**src/rtl/deserializer_if.sv**
```systemverilog
// Interface for the deserializer: serial input controls plus the parallel
// output vector and its valid/ready handshake.
interface deserializer_if #(
  parameter int OUTPUT_SIZE = 4,
  parameter int Q_SIZE      = 16
) ();
  localparam int CW = $clog2(OUTPUT_SIZE + 1);

  logic                                deserializer_start;
  logic                                deserializer_shift;
  logic [Q_SIZE-1:0]                   serial_in;
  logic [OUTPUT_SIZE-1:0][Q_SIZE-1:0]  data_out;
  logic                                out_valid;
  logic                                out_ready;
  logic                                overrun;
  logic [CW-1:0]                       word_count;

  // Producer/consumer side driving the deserializer
  modport master (
    output deserializer_start, deserializer_shift, serial_in, out_ready,
    input  data_out, out_valid, overrun, word_count
  );

  // The deserializer itself
  modport slave (
    input  deserializer_start, deserializer_shift, serial_in, out_ready,
    output data_out, out_valid, overrun, word_count
  );
endinterface

```
**src/rtl/deserializer.sv**
```systemverilog
// Deserializer: gathers Q_SIZE-bit words (element 0 first) into an
// OUTPUT_SIZE-element vector, held on a registered output with a
// valid/ready handshake and a sticky overrun flag.
module deserializer #(
  parameter int OUTPUT_SIZE = 4,
  parameter int Q_SIZE      = 16
) (
  input logic           clk,
  input logic           rst,
  deserializer_if.slave bus
);
  localparam int CW = $clog2(OUTPUT_SIZE + 1);

  typedef logic [OUTPUT_SIZE-1:0][Q_SIZE-1:0] vec_t;

  vec_t          part_q, part_d;
  vec_t          data_q, data_d;
  logic          valid_q, valid_d;
  logic          ovr_q, ovr_d;
  logic [CW-1:0] count_q, count_d;
  logic [CW-1:0] idx;
  logic          complete;
  logic          transfer;

  // Write index for this cycle and whether it finishes a vector
  always_comb begin
    idx      = bus.deserializer_start ? '0 : count_q;
    complete = bus.deserializer_shift && (idx == CW'(OUTPUT_SIZE - 1));
    transfer = valid_q && bus.out_ready;
  end

  // Partial buffer: only the addressed element takes the incoming word
  for (genvar gi = 0; gi < OUTPUT_SIZE; gi++) begin : g_part
    assign part_d[gi] = (bus.deserializer_shift && (idx == CW'(gi)))
                        ? bus.serial_in : part_q[gi];
  end

  // Next-state for word counter, output vector, valid and overrun
  always_comb begin
    count_d = count_q;
    if (bus.deserializer_shift) begin
      count_d = complete ? '0 : idx + CW'(1);
    end else if (bus.deserializer_start) begin
      // Start without a word abandons any partial vector silently
      count_d = '0;
    end

    // part_d already holds the final word, so the completed vector is whole
    data_d = complete ? part_d : data_q;

    valid_d = valid_q;
    if (complete) begin
      valid_d = 1'b1;
    end else if (transfer) begin
      valid_d = 1'b0;
    end

    // A completion only overruns if the held vector is not leaving now
    ovr_d = ovr_q | (complete & valid_q & ~bus.out_ready);
  end

  // State registers with synchronous reset
  always_ff @(posedge clk) begin
    if (rst) begin
      part_q  <= '0;
      data_q  <= '0;
      valid_q <= 1'b0;
      ovr_q   <= 1'b0;
      count_q <= '0;
    end else begin
      part_q  <= part_d;
      data_q  <= data_d;
      valid_q <= valid_d;
      ovr_q   <= ovr_d;
      count_q <= count_d;
    end
  end

  assign bus.data_out   = data_q;
  assign bus.out_valid  = valid_q;
  assign bus.overrun    = ovr_q;
  assign bus.word_count = count_q;
endmodule

```
**src/flat_wrapper.sv**
```systemverilog
// flat-port wrapper written by rule: the top's interface ports become plain ports
module deserializer_flat 
#(
  parameter int OUTPUT_SIZE = 4,
  parameter int Q_SIZE      = 16
)
  (clk, rst, bus_deserializer_start, bus_deserializer_shift, bus_serial_in, bus_out_ready, bus_data_out, bus_out_valid, bus_overrun, bus_word_count);
  deserializer_if #(.OUTPUT_SIZE(OUTPUT_SIZE), .Q_SIZE(Q_SIZE)) bus_i ();
  input logic clk;
  input logic rst;
  input wire logic [$bits(bus_i.deserializer_start)-1:0] bus_deserializer_start;
  input wire logic [$bits(bus_i.deserializer_shift)-1:0] bus_deserializer_shift;
  input wire logic [$bits(bus_i.serial_in)-1:0] bus_serial_in;
  input wire logic [$bits(bus_i.out_ready)-1:0] bus_out_ready;
  output wire logic [$bits(bus_i.data_out)-1:0] bus_data_out;
  output wire logic [$bits(bus_i.out_valid)-1:0] bus_out_valid;
  output wire logic [$bits(bus_i.overrun)-1:0] bus_overrun;
  output wire logic [$bits(bus_i.word_count)-1:0] bus_word_count;
  assign bus_i.deserializer_start = bus_deserializer_start;
  assign bus_i.deserializer_shift = bus_deserializer_shift;
  assign bus_i.serial_in = bus_serial_in;
  assign bus_i.out_ready = bus_out_ready;
  assign bus_data_out = bus_i.data_out;
  assign bus_out_valid = bus_i.out_valid;
  assign bus_overrun = bus_i.overrun;
  assign bus_word_count = bus_i.word_count;
  deserializer #(.OUTPUT_SIZE(OUTPUT_SIZE), .Q_SIZE(Q_SIZE)) u_core (.clk(clk), .rst(rst), .bus(bus_i));
endmodule
```
**config.mk**
```make
export PLATFORM = sky130hd
export DESIGN_NAME = deserializer_flat
export DESIGN_NICKNAME = d
export VERILOG_FILES = /design/src/rtl/deserializer_if.sv /design/src/rtl/deserializer.sv /design/src/flat_wrapper.sv
export SDC_FILE = /design/constraint.sdc
export NUM_CORES = 1
export LEC_CHECK = 0
export ABC_AREA = 1
export CAP_MARGIN = 5
export CORE_ASPECT_RATIO = 2
export CORE_UTILIZATION = 48
export CTS_BUF_LIST = sky130_fd_sc_hd__clkbuf_2 sky130_fd_sc_hd__clkbuf_4 sky130_fd_sc_hd__clkbuf_8
export DETAILED_ROUTE_END_ITERATION = 10
export PLACE_DENSITY = 0.78
export SLEW_MARGIN = 40
export SYNTH_ARGS = -nofsm -noshare
export SYNTH_HDL_FRONTEND = slang
export SYNTH_SLANG_ARGS = --single-unit
```
**constraint.sdc**
```tcl
create_clock -name clk -period 1.59 [get_ports clk]
set_clock_uncertainty 0.05 [all_clocks]
set_input_delay 0.2385 -clock clk [delete_from_list [all_inputs] [get_ports clk]]
set_output_delay 0.2385 -clock clk [all_outputs]
set_load 0.02 [all_outputs]
```
==> results by group, run 1 <==
Placed design
  • PortBufs: 89
  • DP HPWL: 8.64 mm
  • RD Place Congestion: 0.869

Synthesis
  • Top cell type by total area after synthesis: dfxtp_1
  • Syn Nets: 653
  • Mean Syn Cell Area: 7.45 um2
  • Post-Synthesis Cells: 628
  • Post-synth cell types: 21
  • Synth Cell Area: 4680 um2
  • Yosys warnings: 0
  • Post-synthesis sequential area ratio: 50.0%
  • Synth Register Bits: 117
  • Area share of the largest cell type after synthesis: 50.0%
  • Synth area leaders: dfxtp_1, nand2_1, nand3_1

STA
  • Setup ws final: -0.0598 ns
  • Final Cycle Share: 104%
  • Rel. slew slack: 76.1%
  • Actual slew at the worst max-slew pin: 0.358 ns
  • Slew Limit Fails: 0
  • Final hold vios: 0
  • WHS: 0.117 ns
  • Fin Setup TNS: -0.133 ns
  • Unrepaired setup endpoints after global routing: yes
  • # setup viols final: 9
  • Max frequency: 0.606 GHz
  • Crit path time final: 1.65 ns

CTS
  • Num Clock Sinks: 117
  • TritonCTS Buffers: 17
  • Clock Pin Slew Worst Setup and Hold Paths: 0.07 ns
  • Hold_buf cts: 0
  • Clock root buffer master: clkbuf_8
  • CTS tree: yes
  • Clk buf depth: 2
  • Worst skew pair latency: 0.43 ns
  • H-tree depth: 4

Pwr
  • Leak Pwr: 3.07 nW
  • Clock share of power: 44.2%
  • Pwr dens: 952 nW/um2
  • Max VDD drop: 0.703 mV
  • Sequential Power Share: 48.8%
  • Switching component of the power: 1.39 mW
  • Switch share: 22.5%
  • Int Pwr: 4.78 mW
  • Comb power frac: 7.0%

Layout
  • Most common cell after layout, fill and taps aside: nand2_1
  • Ant diodes: 0
  • Fill cell count: 740
  • Area grow syn2layout: 38.3%
  • Post-Route Utilization: 69.0%
  • Commonest non-fill, non-tap cells in the layout: nand2_1, dfxtp_1, inv_1
  • Share of layout cells above drive strength 1: 16.2%
  • Multi-input logic area: 1930 um2
  • Nets: 760
  • Register area: 2340 um2

Drt
  • Vias: 4,604
  • Wire per inst: 15.9 um
  • Drt pass-1 iters: 5
  • DR iter-0 viols: 348
  • Routed wire length: 13.5 mm
  • Vias per cell: 5.42
  • Post-route ant nets: 0
  • Remaining DRCs: 0

Floorplan
  • Die H: 142 um
  • Die area: 10,200 um2
  • Top Ports: 90
  • Starting density of the core: 49.9%
  • Die W: 71.8 um
  • Placeable Area: 9380 um2
  • Row cnt: 50

Global routing
  • Initial antenna violation count: 0
  • Total track usage: 26.1%
  • Largest net degree at the start of global routing: 42
  • Vias in the first global route: 4,277
  • GRT overflow: 0
  • First-pass GRT wire length: 20.1 mm

Run
  • Max Cap Violations: 0

Worst hold path
  • HP Class: input pin to flip-flop
  • HP Start: rst

Outcome
  • Status: finished, violations left
  • Failing checks: negative setup slack

Setup path
  • Critical path class: flip-flop to flip-flop
  • Critical path capture point type: flip-flop
  • CP required: 1.87 ns
  • Reg2reg start: u_core.bus.word_count[1]$_SDFF_PP0_
  • Critical Path Start: u_core.bus.word_count[1]$_SDFF_PP0_
  • CP Max Fanout: 7
  • Setup crit start kind: flip-flop
  • CP arrival: 1.93 ns
-- layer usage --
metal / routed length [um] / global-route usage (%)
met2: 7070 / 46.0
met5: 0 / 0
met4: 749 / 17.3
met3: 900 / 7.17
met1: 4800 / 25.9
-- timing repair --
item                       4_1_cts  5_1_grt
pin swaps                        2        7
hold endpoints to repair         0        0
buffers inserted                 6        1
setup endpoints to repair      137       68
gates resized for setup         79       41
gates cloned                     1        3
-- metrics by stage --
step	worst slack [ns]	cell area (um2)	std cells	power, mW
floorplan	0.0202	4690	628	3.27
global route	-0.115	6470	850	6.35
finish	-0.0598	6470	850	6.16
CTS	0.00915	6230	846	6.15
global placement	-0.523	5800	809	3.46
detailed placement	-0.613	5800	809	3.47
-- power by group through the flow --
stage | clock network, mW | registers [mW] | logic, mW
floorplan | 0 | 3.08 | 0.195
global placement | 0 | 3.07 | 0.387
detailed placement | 0 | 3.07 | 0.396
CTS | 2.74 | 3.01 | 0.404
global route | 2.88 | 3.01 | 0.462
finish | 2.72 | 3.01 | 0.432
-- worst max-delay path: stages, from the launching register on --
cell and delay (ns):
dfxtp_2 0.33, inv_2 0.04, nor2_4 0.14, ha_2 0.20
nand2_2 0.06, inv_4 0.09, nand2_8 0.09, nand2_4 0.12
clkinvlp_4 0.19, nand2_1 0.15, nand2_1 0.07
-- cell families after synthesis --
kind of cell             after synthesis  synth area share [%]
AND/OR/NAND/NOR                      288                  26.9
buffers and inverters                133                  12.3
flip-flops                           117                  50.0
AO/OA/AOI/OAI                         86                  9.68
adder cells (fa/ha/maj)                4                  1.07
-- flip-flops by register name, indices dropped and copies added, names as in the netlist --
name,count
u_core.part_q,48
u_core.bus.data_out,64
u_core.bus.out_valid,1
u_core.bus.overrun,1
u_core.bus.word_count,3
-- worst paths after layout --
check / end / slack (ns) / depth (start not counted)
max: u_core.bus.data_out[39]$_SDFFE_PP0N_ / -0.06 / 10
min: u_core.part_q[38]$_SDFF_PP0_ / 0.12 / 2
max reg2reg: u_core.bus.data_out[39]$_SDFFE_PP0N_ / -0.06 / 10
min reg2reg: u_core.bus.data_out[31]$_SDFFE_PP0N_ / 0.40 / 2
-- area by class of cell --
type,count,share of cell area [%]
Inverter,97,5.82
Tap cell,104,2.01
Clock buffer,26,5.05
Timing Repair Buffer,123,19.9
Timing Repair inverter,1,0.116
Multi-Input combinational cell,378,29.8
Clock inverter,4,1.08
Sequential cell,117,36.2
-- synthesized netlist by cell type --
cell type and n:
buf_4 3, ha_1 4, nand2_2 3, nand2_4 2
nor3_1 2, nor2_2 1, a21oi_2 6, inv_1 90
inv_2 5, nand2_1 163, o21ai_0 1, clkinv_1 2
a21oi_1 79, nand3b_1 11, nor2_1 20, dfxtp_1 117
buf_2 18, nand3_1 86, buf_6 6, clkbuf_1 5
buf_1 4
Power figures use the tool's default switching activity.
==> run 2: changes to the inputs <==
- CORE_UTILIZATION: 48 -> 30
- PLACE_DENSITY: 0.78 -> unset
- TNS_END_PERCENT: unset -> 1
==> results by group, run 2 (synthesis results as in run 1) <==
Drt
  • Post-route ant nets: 0 (unchanged)
  • Wire per inst: 14.6 um (-8.5%)
  • Remaining DRCs: 0 (unchanged)
  • Drt pass-1 iters: 5 (unchanged)
  • Vias: 4,301 (-6.6%)
  • Routed wire length: 13.8 mm (+2.1%)
  • Vias per cell: 4.53 (-16%)
  • DR iter-0 viols: 195 (-44%)

Layout
  • Nets: 763 (+0.39%)
  • Fill cell count: 1,563 (+110%)
  • Filler-free cell count of the finished design: 949 (+12%)
  • Commonest non-fill, non-tap cells in the layout: nand2_1, dfxtp_1, inv_1
  • Ant diodes: 0 (unchanged)
  • Most common cell after layout, fill and taps aside: nand2_1
  • Number of flip-flops under the largest register name: 64 (unchanged)
  • Area grow syn2layout: 41.5%
  • Share of layout cells above drive strength 1: 16.9% (+0.69 points)

Pwr
  • Pwr dens: 1010 nW/um2 (+5.6%)
  • Max VDD drop: 0.521 mV (-26%)
  • Leak Pwr: 3.10 nW (+1.1%)
  • Overall power: 6.66 mW (+8.1%)

Placed design
  • Dpl cells: 911 (+13%)
  • DP HPWL: 9.29 mm (+7.6%)
  • RD Place Congestion: 0.798 (-8.1%)
  • PortBufs: 89 (unchanged)

STA
  • WHS: 0.138 ns (+0.0200 ns)
  • Final Cycle Share: 96.9% (-6.8 points)
  • Crit path time final: 1.54 ns (-0.108 ns)
  • Slew Limit Fails: 0 (unchanged)
  • Unrepaired setup endpoints after global routing: yes
  • Final hold vios: 0 (unchanged)
  • Actual slew at the worst max-slew pin: 0.406 ns (+0.0485 ns)
  • # setup viols final: 0 (-9)
  • Max frequency: 0.649 GHz (+7.0%)
  • Rel. slew slack: 72.8% (-3.2 points)

Global routing
  • Total track usage: 17.1% (-8.9 points)
  • Initial antenna violation count: 0 (unchanged)
  • Largest net degree at the start of global routing: 49 (+17%)
  • GRT overflow: 0 (unchanged)
  • First-pass GRT wire length: 21.0 mm (+4.5%)
  • Vias in the first global route: 3,965 (-7.3%)

Floorplan
  • Die area: 16,100 um2 (+59%)
  • Top Ports: 90 (unchanged)
  • Placeable Area: 15,300 um2 (+63%)
  • Starting density of the core: 30.6% (-19 points)
  • Die W: 90.3 um (+26%)
  • Die H: 179 um (+26%)
  • Row cnt: 64 (+28%)

Setup path
  • Flop2flop setup slack: 0.05 ns (+0.11 ns)
  • CP required: 1.87 ns (about the same)
  • CP arrival: 1.82 ns (-0.11 ns)
  • CP Max Fanout: 16 (+9)
  • Critical path class: flip-flop to flip-flop
  • R2R cell count: 11 (+1)
  • Critical path capture point type: flip-flop
  • Setup crit start kind: flip-flop

CTS
  • Clock Pin Slew Worst Setup and Hold Paths: 0.07 ns (about the same)
  • Num Clock Sinks: 117 (unchanged)
  • Clk buf depth: 2 (unchanged)
  • TritonCTS Buffers: 17 (unchanged)
  • H-tree depth: 4 (unchanged)
  • Hold_buf cts: 0 (unchanged)
  • Clock root buffer master: clkbuf_8
  • Worst skew pair latency: 0.43 ns (about the same)
  • CTS tree: yes

Outcome
  • Status: complete, no violations

Worst hold path
  • Worst Hold Path Cells: 2 (unchanged)
  • HP Class: input pin to flip-flop

Run
  • Max Cap Violations: 0 (unchanged)
run 2: cell types whose count changed in the layout (fill, tap and decap cells not counted), moves of 2 or more:
cell / change
bufinv_16: +3
buf_12: -6
a21oi_1: +5
buf_4: +5
clkbuf_4: -2
inv_1: -2
nand3_2: +2
inv_4: -2
nand2_1: -2
a21oi_2: -5
buf_6: +4
inv_2: +5
run 2: path summary, 6_finish.rpt:
path | start | to
setup / recovery | u_core.bus.word_count[1]$_SDFF_PP0_ | u_core.bus.data_out[25]$_SDFFE_PP0N_
setup reg to reg | u_core.bus.word_count[1]$_SDFF_PP0_ | u_core.bus.data_out[25]$_SDFFE_PP0N_
hold / removal | rst | u_core.part_q[31]$_SDFF_PP0_
hold reg to reg | u_core.bus.data_out[47]$_SDFFE_PP0N_ | u_core.bus.data_out[47]$_SDFFE_PP0N_
run 2: area by class of cell:
class	count	area, um2	share of cell area [%]
inverters	97	379	5.72
repair buffers	127	1260	19.1
multi-input cells	378	1920	29.0
well taps	198	248	3.74
clock inverters	9	173	2.61
flip-flops and latches	117	2340	35.4
clock buffers	23	298	4.50
run 2: per-stage QoR:
| step | cell area, um2 | setup TNS [ns] | util (%) | worst slack [ns] |
|---|---|---|---|---|
| floorplan | 4680 | -0.0360 | - | -0.0215 |
| global placement | 5920 | -42.90 | 38.7 | -0.536 |
| detailed placement | 5920 | -45.21 | 38.7 | -0.585 |
| CTS | 6310 | -0.123 | 41.3 | -0.0282 |
| global route | 6620 | -0.860 | 43.3 | -0.0416 |
| finish | 6620 | 0 | 43.3 | 0.0486 |
run 2: metal layers:
| layer | vias to the layer above | part of all wire (%) | global-route usage (%) |
|---|---|---|---|
| met5 | - | 0 | 0 |
| met4 | 0 | 1.8 | 5.85 |
| met3 | 13 | 3.2 | 4.20 |
| met2 | 87 | 54 | 31.7 |
| met1 | 2016 | 41 | 18.9 |
| li1 | 2185 | - | - |
run 2: critical path, cell delays in order (launching register included):
cell       delay [ns]
dfxtp_2          0.33
inv_2            0.04
nor2_4           0.13
ha_1             0.16
nand2_1          0.05
inv_2            0.11
nand2_8          0.10
clkinv_8         0.10
clkbuf_16        0.17
nand3_1          0.08
nand2_1          0.06
inv_1            0.03
run 2: where the power goes:
group | total (mW) | switching, mW | internal [mW]
Combinational | 0.438 | 0.266 | 0.172
Sequential | 3.01 | 0.0185 | 2.99
Clock | 3.22 | 1.18 | 2.04
Total | 6.66 | 1.46 | 5.20
run 2: timing repair:
action / 4_1_cts / 5_1_grt
cloned: 0 / 3
pin swaps: 0 / 9
setup buffers: 0 / 3
endpoints found under the setup margin: 126 / 103
gates resized for setup: 73 / 55
